$ cat config.mk
export PLATFORM = sky130hd
export DESIGN_NAME = pipe_reg_chain
export DESIGN_NICKNAME = d
export VERILOG_FILES = /design/src/rtl/pipe_reg_chain.sv
export SDC_FILE = /design/constraint.sdc
export NUM_CORES = 1
export LEC_CHECK = 0
export BUFFER_PORTS_ARGS = -buffer_cell sky130_fd_sc_hd__buf_2
export CORE_UTILIZATION = 47
export DETAILED_ROUTE_END_ITERATION = 16
export HOLD_SLACK_MARGIN = 0.15
export PLACE_DENSITY = 0.69
export SYNTH_ARGS = -nofsm -noshare
export SYNTH_HDL_FRONTEND = slang
export SYNTH_SLANG_ARGS = --single-unit
$ cat constraint.sdc
create_clock -name clk -period 2.2 [get_ports clk]
set_input_delay 0.11 -clock clk [delete_from_list [all_inputs] [get_ports clk]]
set_output_delay 0.11 -clock clk [all_outputs]
set_load 0.02 [all_outputs]
$ cat src/rtl/pipe_reg_chain.sv
// pipe_reg_chain: valid/ready register chain with bubble collapsing, flush and occupancy count
module pipe_reg_chain #(
    parameter int WIDTH = 32,
    parameter int STAGES = 2,
    parameter logic [WIDTH-1:0] RESET_VAL = {WIDTH{1'b0}},
    parameter int CNT_W = $clog2(STAGES + 1)
) (
    input  logic             clk,
    input  logic             reset,
    input  logic             flush,
    input  logic             in_valid,
    output logic             in_ready,
    input  logic [WIDTH-1:0] in_data,
    output logic             out_valid,
    input  logic             out_ready,
    output logic [WIDTH-1:0] out_data,
    output logic [CNT_W-1:0] occupancy
);
    localparam logic [STAGES-1:0] ONES = '1;
    logic [STAGES-1:0] v_q, v_d, adv, up_v;
    logic [STAGES-1:0][WIDTH-1:0] d_q, d_d, up_d;
    always_comb begin
        up_v[0] = in_valid;
        up_d[0] = in_data;
        for (int i = 1; i < STAGES; i++) begin
            up_v[i] = v_q[i-1];
            up_d[i] = d_q[i-1];
        end
        for (int i = 0; i < STAGES; i++) begin
            adv[i] = out_ready | ((v_q >> i) != (ONES >> i));
            v_d[i] = flush ? 1'b0 : adv[i] ? up_v[i] : v_q[i];
            d_d[i] = flush ? RESET_VAL : (adv[i] & up_v[i]) ? up_d[i] : d_q[i];
        end
    end
    assign in_ready  = adv[0] & ~flush;
    assign out_valid = v_q[STAGES-1];
    assign out_data  = d_q[STAGES-1];
    assign occupancy = CNT_W'($countones(v_q));
    always_ff @(posedge clk or posedge reset) begin
        if (reset) begin
            v_q <= '0;
            d_q <= {STAGES{RESET_VAL}};
        end else begin
            v_q <= v_d;
            d_q <= d_d;
        end
    end
endmodule

==> impl_metrics.yaml <==
synthesis:
  yosysTopAreaCellShare_pct: 50.2
  syn_avg_cell_area_um2: 11.1
  synth-seq-cells: 66
  synth_area_um2: 3290
  syn-instance-count: 297
  ys_seq_area_share_pct: 50.2
  synthDistinctLibCells: 19
  synthArstFlopShare_pct: 100
  synth_ff_type: "dfrtp_1"
  synth_enable_flop_cells: 0
  yosys.area.top_type: "dfrtp_1"
  synth_nets: 335
  synth_area_leaders: "dfrtp_1 (50%), nand2b_1 (12%), mux2i_1 (9.7%)"
  synth.most_common_cell: "dfrtp_1"
  synth_commonest_cells: "dfrtp_1 (66), nand2b_1 (65), buf_4 (32), mux2i_1 (32), nand4b_1 (32)"
  yosysWarnings: 0
routing:
  drc: 0
  routed-via-count: 2272
  wl_mm: 6.58
  ant_nets: 0
  via_per_inst: 4.93
  avgRoutedWirePerCell_um: 14.3
  drt_iter0_drc: 112
  drtPass1Iterations: 4
timing:
  min_period_ns: 1.52
  fmax_mhz: 657
  slew_violations: 0
  worst_pin_slew_ns: 0.705
  setup_tns_ns: 0
  rsz0062_at_grt: "false"
  finalSetupViolations: 0
  fin_crit_sh_pct: 69.1
  fin_worst_skew_ns: 0.00733
  hold_viol_final: 0
  relSlewSlack_pct: 53.0
  whs_ns: 0.214
  finalWorstSetupSlack_ns: 0.679
power:
  pwr-share-seq_pct: 53.0
  p_switching_w: 0.000595
  p_sw_share_pct: 24.6
  total_power_w: 0.00242
  p_leak_nw: 1.85
  p_int_w: 0.00182
  irDropWorstVdd_v: 0.000348
  p_clk_share_pct: 33.7
  p_comb_share_pct: 13.3
  power_density_nw_per_um2: 618
setup_path:
  critical_path_class: "reg2out"
  crit_required_ns: 2.09
  cp-end-kind: "output pin"
  cp-start-kind: "flop"
  crit_arrival_ns: 1.41
  cp_max_fo: 3
cts:
  numCtsBuffers: 9
  cts_resized: 0
  cts.sinks: 66
  clkTransAtPathRegs_ns: 0.06
  cts_tree: "yes"
  cts_buffer_depth: 2
  clk_latency_ns: 0.33
  cts_root_buf: "clkbuf_8"
  htreeDepth: 3
floorplan:
  core.rowCount: 30
  dieWidth_um: 85.7
  die_h_um: 85.7
  dieArea_um2: 7340
  start_util_pct: 48.4
  core_area_um2: 6790
  io_pins: 73
cells_and_area:
  layout-drive-gt1-share_pct: 24.4
  nNetsFinal: 399
  layout.cells.non_filler: 461
  nFillCells: 621
  register_area_um2: 1650
  multi_input_area_um2: 1240
  area_growth_pct: 18.9
  antennaDiodeCount: 0
global_routing:
  grt.busiest_layer: "met2"
  grtUsageMet3_pct: 3.75
  grt_max_degree: 100
  grt_util_all_layers_pct: 18.9
  grt_use_met1_pct: 25.6
  grt_remaining_overflow: 0
  use_met2_pct: 29.7
  grt_pass1_vias: 2207
  grt_pass1_wl_mm: 10.7
  antenna_found_initial: 0
placed_design:
  hpwl_mm: 3.71
  dp_cells: 412
  dp_slack_ns: 0.763
  place.gp.congestion: 0.701
  port-buffer-count: 72
hold_path:
  hold_path.class: "in2reg"
job:
  maxCapViolCount: 0
status:
  status: "complete, no violations"
==> cell type report <==
cell class	instances	area share (%)
inverters	2	0.192
clock buffers	15	3.74
repair buffers	110	19.0
flip-flops and latches	66	42.2
well taps	96	3.07
multi-input cells	172	31.8
==> through the flow <==
step | instance area [um^2] | utilization [%]
after global placement | 3430 | 50.4
after floorplan | 3290 | -
after CTS | 3910 | 57.6
final | 3910 | 57.6
after global routing | 3910 | 57.6
after detailed placement | 3430 | 50.4
==> path summary, 6_finish.rpt <==
path | startpoint | end | slack, ns | depth (start not counted)
setup / recovery | v_q[1] | in_ready | 0.68 | 4
setup reg to reg | v_q[1] | d_q[4] | 0.75 | 4
min in group asynchronous | reset | out_data[21] | 0.40 | 4
hold / removal | in_valid | d_q[0] | 0.21 | 3
max in group asynchronous | reset | out_data[2] | 1.51 | 4
hold reg to reg | out_data[27] | out_data[27] | 0.54 | 2
==> per-layer routing <==
metal / wire length [um] / part of all wire, %
met1: 3160 / 48
met2: 3110 / 47
met3: 220 / 3.3
met4: 90 / 1.4
met5: 0 / 0
==> registers in the layout (all words and copies together) (netlist names) <==
| register | flops |
|---|---|
| d_q | 32 |
| out_data | 32 |
| v_q | 2 |
==> logic make-up after synthesis <==
logic type	share of synthesized area (%)
compound gates	5.17
fa+ha+maj	0.380
buf+inv	12.0
flops	50.2
mux	9.74
simple gates	22.5
==> power groups by stage <==
| stage | Clock (W) | Sequential, W | Combinational (W) |
|---|---|---|---|
| floorplan | 0 | 0.00130 | 0.000218 |
| global placement | 0 | 0.00130 | 0.000274 |
| detailed placement | 0 | 0.00130 | 0.000277 |
| CTS | 0.000840 | 0.00128 | 0.000323 |
| global route | 0.000894 | 0.00129 | 0.000352 |
| finish | 0.000816 | 0.00128 | 0.000321 |
==> critical path, stage by stage (launching register included) <==
cell and delay (ns):
dfrtp_1 0.42, ha_1 0.24, and2b_1 0.18, nor2_1 0.08
buf_2 0.17
==> timing repair <==
item	CTS	global route
buffers inserted	0	0
hold buffers	34	0
endpoints found under the hold margin	99	0
==> placed cells by master (no fill, tap or decap), types with 3 or more instances in the layout <==
master,netlist,layout
buf_2,10,72
dfrtp_1,66,66
nand2b_1,65,65
dlygate4sd3_1,0,34
mux2i_1,32,32
nand4b_1,32,32
o21ai_1,30,30
clkbuf_8,0,9
clkbuf_1,12,6
nand2_1,3,3
buf_4,32,3
Power figures use the tool's default switching activity.
